<file path="src/rtl/grf_hazard_ctrl.sv">
// ---------------------------------------------------------------------------
// grf_hazard_ctrl
//
// Hazard scheduler for a 5-stage MIPS pipeline (F/D/E/M/W). The block keeps
// a shadow record of every in-flight GRF producer in E, M and W (destination,
// write enable, cycles left until the result exists). It checks those
// records against the operands of the instruction sitting in D and produces:
//   * a D-stage stall when a needed value cannot be ready in time,
//   * forward-select codes for the D-stage and E-stage operand muxes.
// It also sequences the multi-cycle multiply/divide unit with a busy counter
// so that HI/LO accesses wait until the running operation has completed.
//
// Ports
//   clk           in   rising-edge clock
//   reset         in   asynchronous, active-high; all records become bubbles
//   d_rs, d_rt    in   D-stage source registers
//   d_rs_use      in   D instruction reads rs
//   d_rt_use      in   D instruction reads rt
//   d_rs_tuse     in   cycles from D until rs is consumed (0 = used in D)
//   d_rt_tuse     in   same for rt
//   d_dst         in   destination register of the D instruction
//   d_wen         in   D instruction writes the GRF
//   d_tnew        in   cycles after entering E until its result exists
//   d_md_start    in   D instruction starts a mult/div
//   d_md_div      in   qualifies d_md_start: 1 = divide, 0 = multiply
//   d_md_use      in   D instruction touches HI/LO
//   flush         in   synchronous pipeline flush (E, M, W become bubbles)
//   stall         out  freeze F and D, bubble into E (combinational)
//   d_fwd_rs_sel  out  0 = GRF, 1 = from E, 2 = from M
//   d_fwd_rt_sel  out  same encoding
//   e_fwd_rs_sel  out  0 = E-latched value, 1 = from M, 2 = from W
//   e_fwd_rt_sel  out  same encoding
//   md_busy       out  mult/div busy counter is nonzero
//
// Handshake: there is no valid/ready pair here. The D instruction is taken
// into E on every edge where stall = 0 and flush = 0; while stall = 1 the
// upstream stages must hold the D instruction unchanged.
// ---------------------------------------------------------------------------
module grf_hazard_ctrl #(
    parameter int MULT_CYCLES = 5,
    parameter int DIV_CYCLES  = 10,
    parameter int TW          = 2
) (
    input  logic          clk,
    input  logic          reset,
    input  logic [4:0]    d_rs,
    input  logic [4:0]    d_rt,
    input  logic          d_rs_use,
    input  logic          d_rt_use,
    input  logic [TW-1:0] d_rs_tuse,
    input  logic [TW-1:0] d_rt_tuse,
    input  logic [4:0]    d_dst,
    input  logic          d_wen,
    input  logic [TW-1:0] d_tnew,
    input  logic          d_md_start,
    input  logic          d_md_div,
    input  logic          d_md_use,
    input  logic          flush,
    output logic          stall,
    output logic [1:0]    d_fwd_rs_sel,
    output logic [1:0]    d_fwd_rt_sel,
    output logic [1:0]    e_fwd_rs_sel,
    output logic [1:0]    e_fwd_rt_sel,
    output logic          md_busy
);

    localparam logic [TW-1:0] TNEW_ZERO = '0;
    localparam logic [TW-1:0] TNEW_ONE  = TW'(1);

    localparam logic [1:0] D_SEL_GRF = 2'd0;
    localparam logic [1:0] D_SEL_E   = 2'd1;
    localparam logic [1:0] D_SEL_M   = 2'd2;
    localparam logic [1:0] E_SEL_OWN = 2'd0;
    localparam logic [1:0] E_SEL_M   = 2'd1;
    localparam logic [1:0] E_SEL_W   = 2'd2;

    // ------------------------------------------------------------------
    // Stage records
    // ------------------------------------------------------------------
    // E stage: producer info plus the operands it will read in E.
    logic [4:0]    e_dst;
    logic          e_wen;
    logic [TW-1:0] e_tnew;
    logic [4:0]    e_rs;
    logic [4:0]    e_rt;
    logic          e_rs_use;
    logic          e_rt_use;

    // M stage.
    logic [4:0]    m_dst;
    logic          m_wen;
    logic [TW-1:0] m_tnew;

    // W stage. Its result always exists by W, so no tnew is kept for it.
    logic [4:0]    w_dst;
    logic          w_wen;

    // Mult/div busy countdown.
    logic [3:0]    md_cnt;

    // ------------------------------------------------------------------
    // Helpers
    // ------------------------------------------------------------------
    // A stage supplies register r only if it writes and r is not $0.
    function automatic logic match(input logic       wen,
                                   input logic [4:0] dst,
                                   input logic [4:0] r);
        return wen && (dst == r) && (r != 5'd0);
    endfunction

    // D-stage select: the youngest matching stage decides. If that stage
    // is still computing, the GRF path is selected; the stall logic makes
    // sure the operand is not consumed before the producer catches up.
    function automatic logic [1:0] d_sel(input logic [4:0] r);
        logic [1:0] sel;
        sel = D_SEL_GRF;
        if (match(e_wen, e_dst, r)) begin
            sel = (e_tnew == TNEW_ZERO) ? D_SEL_E : D_SEL_GRF;
        end else if (match(m_wen, m_dst, r) && (m_tnew == TNEW_ZERO)) begin
            sel = D_SEL_M;
        end
        return sel;
    endfunction

    // E-stage select for an operand latched into E.
    function automatic logic [1:0] e_sel(input logic       used,
                                         input logic [4:0] r);
        logic [1:0] sel;
        sel = E_SEL_OWN;
        if (used && match(m_wen, m_dst, r) && (m_tnew == TNEW_ZERO)) begin
            sel = E_SEL_M;
        end else if (used && match(w_wen, w_dst, r)) begin
            sel = E_SEL_W;
        end
        return sel;
    endfunction

    // Stall for one D operand: a producer in E or M will not have its
    // result in time for the operand's deadline. W is covered by the
    // GRF write-through and never stalls.
    function automatic logic operand_stall(input logic          used,
                                           input logic [4:0]    r,
                                           input logic [TW-1:0] tuse);
        logic hit_e;
        logic hit_m;
        hit_e = match(e_wen, e_dst, r) && (e_tnew > tuse);
        hit_m = match(m_wen, m_dst, r) && (m_tnew > tuse);
        return used && (hit_e || hit_m);
    endfunction

    // ------------------------------------------------------------------
    // Combinational outputs
    // ------------------------------------------------------------------
    logic stall_rs;
    logic stall_rt;
    logic stall_md;
    logic md_load;
    logic [TW-1:0] e_tnew_dec;

    always_comb begin
        stall_rs     = operand_stall(d_rs_use, d_rs, d_rs_tuse);
        stall_rt     = operand_stall(d_rt_use, d_rt, d_rt_tuse);
        stall_md     = d_md_use && (md_cnt != 4'd0);
        stall        = stall_rs || stall_rt || stall_md;

        d_fwd_rs_sel = d_sel(d_rs);
        d_fwd_rt_sel = d_sel(d_rt);
        e_fwd_rs_sel = e_sel(e_rs_use, e_rs);
        e_fwd_rt_sel = e_sel(e_rt_use, e_rt);

        md_busy      = (md_cnt != 4'd0);

        // A mult/div only starts when its instruction actually leaves D.
        md_load      = d_md_start && !stall && !flush;

        // Remaining latency saturates at zero as a record moves E -> M.
        e_tnew_dec   = (e_tnew == TNEW_ZERO) ? TNEW_ZERO : (e_tnew - TNEW_ONE);
    end

    // ------------------------------------------------------------------
    // Stage records: flush > stall > normal advance
    // ------------------------------------------------------------------
    always_ff @(posedge clk or posedge reset) begin
        if (reset) begin
            e_dst    <= 5'd0;
            e_wen    <= 1'b0;
            e_tnew   <= TNEW_ZERO;
            e_rs     <= 5'd0;
            e_rt     <= 5'd0;
            e_rs_use <= 1'b0;
            e_rt_use <= 1'b0;
            m_dst    <= 5'd0;
            m_wen    <= 1'b0;
            m_tnew   <= TNEW_ZERO;
            w_dst    <= 5'd0;
            w_wen    <= 1'b0;
        end else if (flush) begin
            e_dst    <= 5'd0;
            e_wen    <= 1'b0;
            e_tnew   <= TNEW_ZERO;
            e_rs     <= 5'd0;
            e_rt     <= 5'd0;
            e_rs_use <= 1'b0;
            e_rt_use <= 1'b0;
            m_dst    <= 5'd0;
            m_wen    <= 1'b0;
            m_tnew   <= TNEW_ZERO;
            w_dst    <= 5'd0;
            w_wen    <= 1'b0;
        end else begin
            // M and W shift on every non-flush edge, stalled or not.
            m_dst    <= e_dst;
            m_wen    <= e_wen;
            m_tnew   <= e_tnew_dec;
            w_dst    <= m_dst;
            w_wen    <= m_wen;
            if (stall) begin
                // D holds; a bubble goes into E.
                e_dst    <= 5'd0;
                e_wen    <= 1'b0;
                e_tnew   <= TNEW_ZERO;
                e_rs     <= 5'd0;
                e_rt     <= 5'd0;
                e_rs_use <= 1'b0;
                e_rt_use <= 1'b0;
            end else begin
                e_dst    <= d_dst;
                e_wen    <= d_wen;
                e_tnew   <= d_tnew;
                e_rs     <= d_rs;
                e_rt     <= d_rt;
                e_rs_use <= d_rs_use;
                e_rt_use <= d_rt_use;
            end
        end
    end

    // ------------------------------------------------------------------
    // Mult/div busy counter. A flush does not cancel a running operation:
    // it was already issued to the unit and will still complete.
    // ------------------------------------------------------------------
    always_ff @(posedge clk or posedge reset) begin
        if (reset) begin
            md_cnt <= 4'd0;
        end else if (md_load) begin
            md_cnt <= d_md_div ? 4'(DIV_CYCLES) : 4'(MULT_CYCLES);
        end else if (md_cnt != 4'd0) begin
            md_cnt <= md_cnt - 4'd1;
        end
    end

endmodule

</file>
<file path="config.mk">
export PLATFORM = sky130hd
export DESIGN_NAME = grf_hazard_ctrl
export DESIGN_NICKNAME = d
export VERILOG_FILES = /design/src/rtl/grf_hazard_ctrl.sv
export SDC_FILE = /design/constraint.sdc
export NUM_CORES = 1
export LEC_CHECK = 0
export CORE_UTILIZATION = 40
export CTS_CLUSTER_SIZE = 14
export DETAILED_ROUTE_END_ITERATION = 6
export PLACE_DENSITY_LB_ADDON = 0.1
export RECOVER_POWER = 25
export SLEW_MARGIN = 0
export SYNTH_ARGS = -nofsm -noshare
export SYNTH_HDL_FRONTEND = slang
export SYNTH_SLANG_ARGS = --single-unit
</file>
<file path="constraint.sdc">
create_clock -name clk -period 8.2 [get_ports clk]
set_input_delay 2.46 -clock clk [delete_from_list [all_inputs] [get_ports clk]]
set_output_delay 2.46 -clock clk [all_outputs]
set_load 0.005 [all_outputs]
</file>
; ---- Word-level counts from Yosys, hierarchy flattened
; Cells that the tools add are included.
[word_totals]
inputBits = 30
ram_bits = 0
latchBits = 0
output_inout_bits = 10
elab_cells = 106
register_bits = 38
rom_bits = 0
n_memories = 0
[classes]
n_div = 0
shift = 0
n_addsub = 2
n_eq_ne = 8
multipliers = 0
order_cmp = 4
muxes = 32
n_bitwise = 0
reduce_logical = 47
[op_table]
columns = cell, n
row1 = $eq A5 B5 Y1, 8
row2 = $mux W5, 8
row3 = $logic_and A1 B1 Y1, 33
row4 = $mux W2, 12
row5 = $reduce_bool A5 Y1, 4
row6 = $mux W4, 3
row7 = $mux W1, 9
row8 = $gt A2 B2 Y1, 4
row9 = $logic_not A2 Y1, 2
row10 = $logic_or A1 B1 Y1, 4
row11 = $reduce_bool A4 Y1, 1
row12 = $sub A4 B1 Y4 const B, 1
row13 = $logic_not A1 Y1, 2
row14 = $reduce_bool A2 Y1, 1
row15 = $sub A2 B1 Y2 const B, 1

; ---- Depth between registers and ports, before layout
[logic_depth]
word_depth = 12
mapped_depth = 9
mapped_depth_nobuf = 8

; ---- Worst setup path after synthesis
; Ideal clock, no wire load.
[synth_path]
kind = input to output
startpoint = in d_rs[1]
endpoint = out stall
t_required_ps = 5740
path_stages = 5
path_slack_ps = 2178
arrival_ps = 3562
cell_sequence = or4_1 -> nor2_2 -> nor4_2 -> a211oi_4 -> nand2_1
[synth_via]
elab_chain_cells = 8
elab_cells_between_ends = 13
[synth_rtl]
columns = item, line
row1 = start: declaration, 46  ; input logic [4:0] d_rs,
row2 = $eq A5 B5 Y1, 108  ; return wen && (dst == r) && (r != 5'd0);
row3 = $logic_and A1 B1 Y1 (2 in series), 108
row4 = $logic_and A1 B1 Y1 (on tied branches), "146, 147"
row5 = $logic_or A1 B1 Y1 (*), 148  ; return used && (hit_e || hit_m);
row6 = $logic_and A1 B1 Y1 (*), 148
row7 = $logic_or A1 B1 Y1 (*) (2 in series), 164  ; stall = stall_rs || stall_rt || stall_md;
row8 = end: declaration, 59  ; output logic stall,
; Every way passes the cells marked *; elsewhere a longest branch is shown, timed or not.

; ---- Worst setup path in the final report
[layout_path]
startpoint = in d_rt[2]
endpoint = out d_fwd_rt_sel[1]
[layout_via]
elab_chain_cells = 6
elab_cells_between_ends = 10
[layout_rtl]
columns = item, line
row1 = start: declaration, 47  ; input logic [4:0] d_rt,
row2 = $eq A5 B5 Y1, 108
row3 = $logic_and A1 B1 Y1 (2 in series), 108
row4 = $logic_and A1 B1 Y1, 119  ; end else if (match(m_wen, m_dst, r) && (m_tnew == TNEW_ZERO)) begin
row5 = $mux W2, 119
row6 = $mux W2 (*), 117  ; if (match(e_wen, e_dst, r)) begin
row7 = end: declaration, 61  ; output logic [1:0] d_fwd_rt_sel,
; Marks and branches as above.

==> run_results.csv <==
group,metric,value,unit
sta,totalNegativeSetupSlack,0,ns
synth,synth.lib_cells_used.distinct,36,
route,post-route-drc-count,0,
critical_path,start_kind,"input port",
floorplan,design.portCount,40,
synth,synth.yosys.seq_area_share,43.5,%
route,detailroute.via_count,1532,
clock_network,ctsHoldBuffers,0,
clock_network,insertion_delay,0.29,ns
synth,netlist_top_cells_count,"sky130_fd_sc_hd__dfrtp_1, sky130_fd_sc_hd__xnor2_1, sky130_fd_sc_hd__and2_1",
clock_network,clkSinkCount,38,
pwr,p_per_area,180,nW/um^2
clock_network,post_cts_resized,0,
global_routing,grt_start_max_net_pins,39,
global_routing,first_pass_grt_wire_length,7.40,mm
sta,timing.clock.skew,0.00516,ns
route,avgViaCountPerCell,4.88,
synth,mappedNetlistNets,244,
route,route.detailed.wl_per_inst,13.8,um
synth,ys_dominant_reg_cell,"sky130_fd_sc_hd__dfrtp_1",
sta,slew-limit-headroom,-37.9,%
critical_path,crit_family,"simple AND/OR/NAND/NOR gates",
sta,layout_worst_path_cycle_share,86.9,%
clock_network,worst_setup_hold_path_clk_slew,0.07,ns
critical_path,highest_net_fanout_along_the_worst_path,4,
synth,post_synth_main_area_contributors,"sky130_fd_sc_hd__dfrtp_1, sky130_fd_sc_hd__xnor2_1, sky130_fd_sc_hd__xor2_1, sky130_fd_sc_hd__and2_1, sky130_fd_sc_hd__ha_1",
route,ant_nets,0,
clock_network,clock-root-buffer,"sky130_fd_sc_hd__clkbuf_8",
global_routing,grt-ovfl-total,0,
placement,io_buffers,39,
final_layout,antennaDiodeCount,0,
worst_hold_path,min-delay-start,"e_tnew[0]",
final_layout,filler_cells,483,
floorplan,fp.dieArea,5760,um^2
synth,syn_avg_cell_area,10.7,um^2
clock_network,clock_tree_from_tritoncts,"yes",
critical_path,cp_data_required_time,5.74,ns
final_layout,layout-drive-gt1-share,5.74,%
placement,routabilityCongestion,0.829,
final_layout,area_added_between_synthesis_and_finish,24.1,%
sta,slew_of_the_pin_with_the_lowest_slew_margin,2.07,ns
critical_path,setup.worst_path.start,"d_rt[2]",
global_routing,grt.met1_usage,21.6,%
synth,synth.most_common_cell,"sky130_fd_sc_hd__dfrtp_1",
global_routing,top_usage_layer,"met2",
floorplan,placeableCoreArea,5170,um^2
critical_path,worst_path_most_repeated_cell,"sky130_fd_sc_hd__clkdlybuf4s50_1",
critical_path,setup.worst_path.class,"input port to output pin",
final_layout,final_util,52.4,%
critical_path,cpPeakStageDelay,0.57,ns
global_routing,grt_use_total,16.5,%
global_routing,antenna_violations_before_repair,0,
placement,place.detailed.hpwl,3.40,mm
route,drt_pre_antenna_iters,4,
global_routing,vias_in_the_first_global_route,1485,
synth,ys_ff_latch,38,
synth,syn-cell-area,2180,um^2
floorplan,die_w,75.9,um
route,detailedRoute.firstIterationViolations,69,
pwr,vdd.ir_drop.worst,126,uV
critical_path,crit_chain,"clkdlybuf4s50_1, or4_1, nor2_1, or3_1, nor4bb_1, clkdlybuf4s50_1",
critical_path,crit_path_top_delay_cell,"sky130_fd_sc_hd__clkdlybuf4s50_1",
global_routing,globalRouteMet3Util,4.10,%
worst_hold_path,timing.hold.worst.class,"register to register",
synth,number_of_enable_flip_flop_cells_after_synthesis,0,
synth,synthArstFlopShare,100,%
global_routing,grt_util_met2,26.7,%
sta,grt_setup_unrepaired,"false",
final_layout,final_net_count,283,
job,maxCapViolCount,1,
sta,post-route-min-period,7.13,ns
sta,setup_viol,0,
synth,postSynthCellCount,204,
clock_network,clock_path_buffers,2,
floorplan,initial_core_utilization,42.2,%
sta,finalMaxSlewViolations,39,
floorplan,num_rows,26,
sta,achievable_clock_frequency,140,MHz
status,failed_checks,"capacitance limit, slew limit",
clock_network,cts_buffers,5,
critical_path,worst-path-buf-inv,2,
synth,netlist.top_cell.by_area,"sky130_fd_sc_hd__dfrtp_1",
critical_path,setup.worst_path.end_class,"output pin",
synth,ys_warn_count,0,
route,wl,4.34,mm
critical_path,arrival,4.67,ns
clock_network,post_cts_repair_timing_setup_buffer_count,0,
synth,synth_largest_type_area_fraction,43.5,%
status,run_status,"complete, but fails checks",
sta,hold_viol_final,0,
floorplan,dieHeight,75.9,um
critical_path,r2r-start,"m_tnew[1]",
pwr,total_leakage_power,1.20,nW
clock_network,cts_max_level,2,
metrics by stage:
stage / setup WS [ns] / area (um^2) / power, mW / hold slack, ns / instances
3_5_place_dp: 1.06 / 2620 / 0.362 / 0.477 / 306
2_1_floorplan: 2.18 / 2180 / 0.322 / 0.455 / 204
6_report: 1.07 / 2710 / 0.487 / 0.483 / 314
5_1_grt: 0.895 / 2710 / 0.522 / 0.511 / 314
3_3_place_gp: 1.08 / 2620 / 0.361 / 0.478 / 306
4_1_cts: 1.06 / 2720 / 0.495 / 0.487 / 314
where the power goes:
| group | switching, mW | internal [mW] | total (mW) | leakage [nW] |
|---|---|---|---|---|
| Clock | 0.0635 | 0.0678 | 0.131 | 0.0482 |
| Combinational | 0.0578 | 0.0699 | 0.128 | 0.646 |
| Sequential | 0.0198 | 0.208 | 0.228 | 0.508 |
| Total | 0.141 | 0.346 | 0.487 | 1.20 |
cell families after synthesis:
| family | count (synthesis) | share of synthesized area [%] |
|---|---|---|
| muxes | 4 | 1.95 |
| xor gates and xnor gates | 42 | 16.8 |
| and+or+nand+nor | 85 | 24.7 |
| buffers and inverters | 15 | 3.32 |
| DFF | 38 | 43.5 |
| AOI/OAI and AO/OA | 10 | 3.89 |
| adders and majority gates | 10 | 5.73 |
flip-flops by register name, summed over array words and instances, names as in the netlist:
| register | count |
|---|---|
| e_dst | 5 |
| e_rs | 5 |
| e_rs_use | 1 |
| e_rt | 5 |
| e_rt_use | 1 |
| e_tnew | 2 |
| e_wen | 1 |
| m_dst | 5 |
| m_tnew | 2 |
| m_wen | 1 |
| md_cnt | 4 |
| w_dst | 5 |
| w_wen | 1 |
layout by cell type, fill, tap and decap left out, types with 3 or more instances in the layout:
cell / count
sky130_fd_sc_hd__or4_1: 4
sky130_fd_sc_hd__clkdlybuf4s50_1: 38
sky130_fd_sc_hd__nand3_1: 4
sky130_fd_sc_hd__inv_1: 7
sky130_fd_sc_hd__nor3b_1: 3
sky130_fd_sc_hd__xnor2_1: 27
sky130_fd_sc_hd__xor2_1: 15
sky130_fd_sc_hd__or3_1: 3
sky130_fd_sc_hd__ha_1: 10
sky130_fd_sc_hd__nor3_1: 5
sky130_fd_sc_hd__nor4_1: 5
sky130_fd_sc_hd__nand4_1: 4
sky130_fd_sc_hd__nand2_1: 9
sky130_fd_sc_hd__and2_1: 20
sky130_fd_sc_hd__nor2_1: 4
sky130_fd_sc_hd__dfrtp_1: 38
sky130_fd_sc_hd__nor2b_1: 16
sky130_fd_sc_hd__clkbuf_8: 6
worst paths after layout:
check                                  end  slack (ns)  depth (start not counted)
max                        d_fwd_rt_sel[1]        1.07                          6
min                              m_tnew[0]        0.48                          1
max reg2reg                      md_cnt[3]        6.05                          7
min reg2reg                      m_tnew[0]        0.48                          1
max in group asynchronous          e_rt[1]        3.66                          3
min in group asynchronous         m_dst[1]        3.36                          3
layout make-up:
| class | instances | area, um^2 | area share (%) |
|---|---|---|---|
| Inverter | 7 | 26.3 | 0.969 |
| Sequential cell | 38 | 951 | 35.1 |
| Timing Repair Buffer | 40 | 394 | 14.5 |
| Clock buffer | 7 | 86.3 | 3.18 |
| Multi-Input combinational cell | 151 | 1160 | 42.8 |
| Tap cell | 70 | 87.6 | 3.23 |
| Clock inverter | 1 | 5.00 | 0.185 |
layer usage:
| metal | part of all wire, % | wire, um | up-vias |
|---|---|---|---|
| met3 | 2.8 | 120 | 7 |
| met4 | 1.9 | 82 | 0 |
| li1 | - | - | 767 |
| met2 | 48 | 2090 | 27 |
| met5 | 0 | 0 | - |
| met1 | 47 | 2050 | 731 |
No activity file was read; power rests on OpenSTA's default activity.
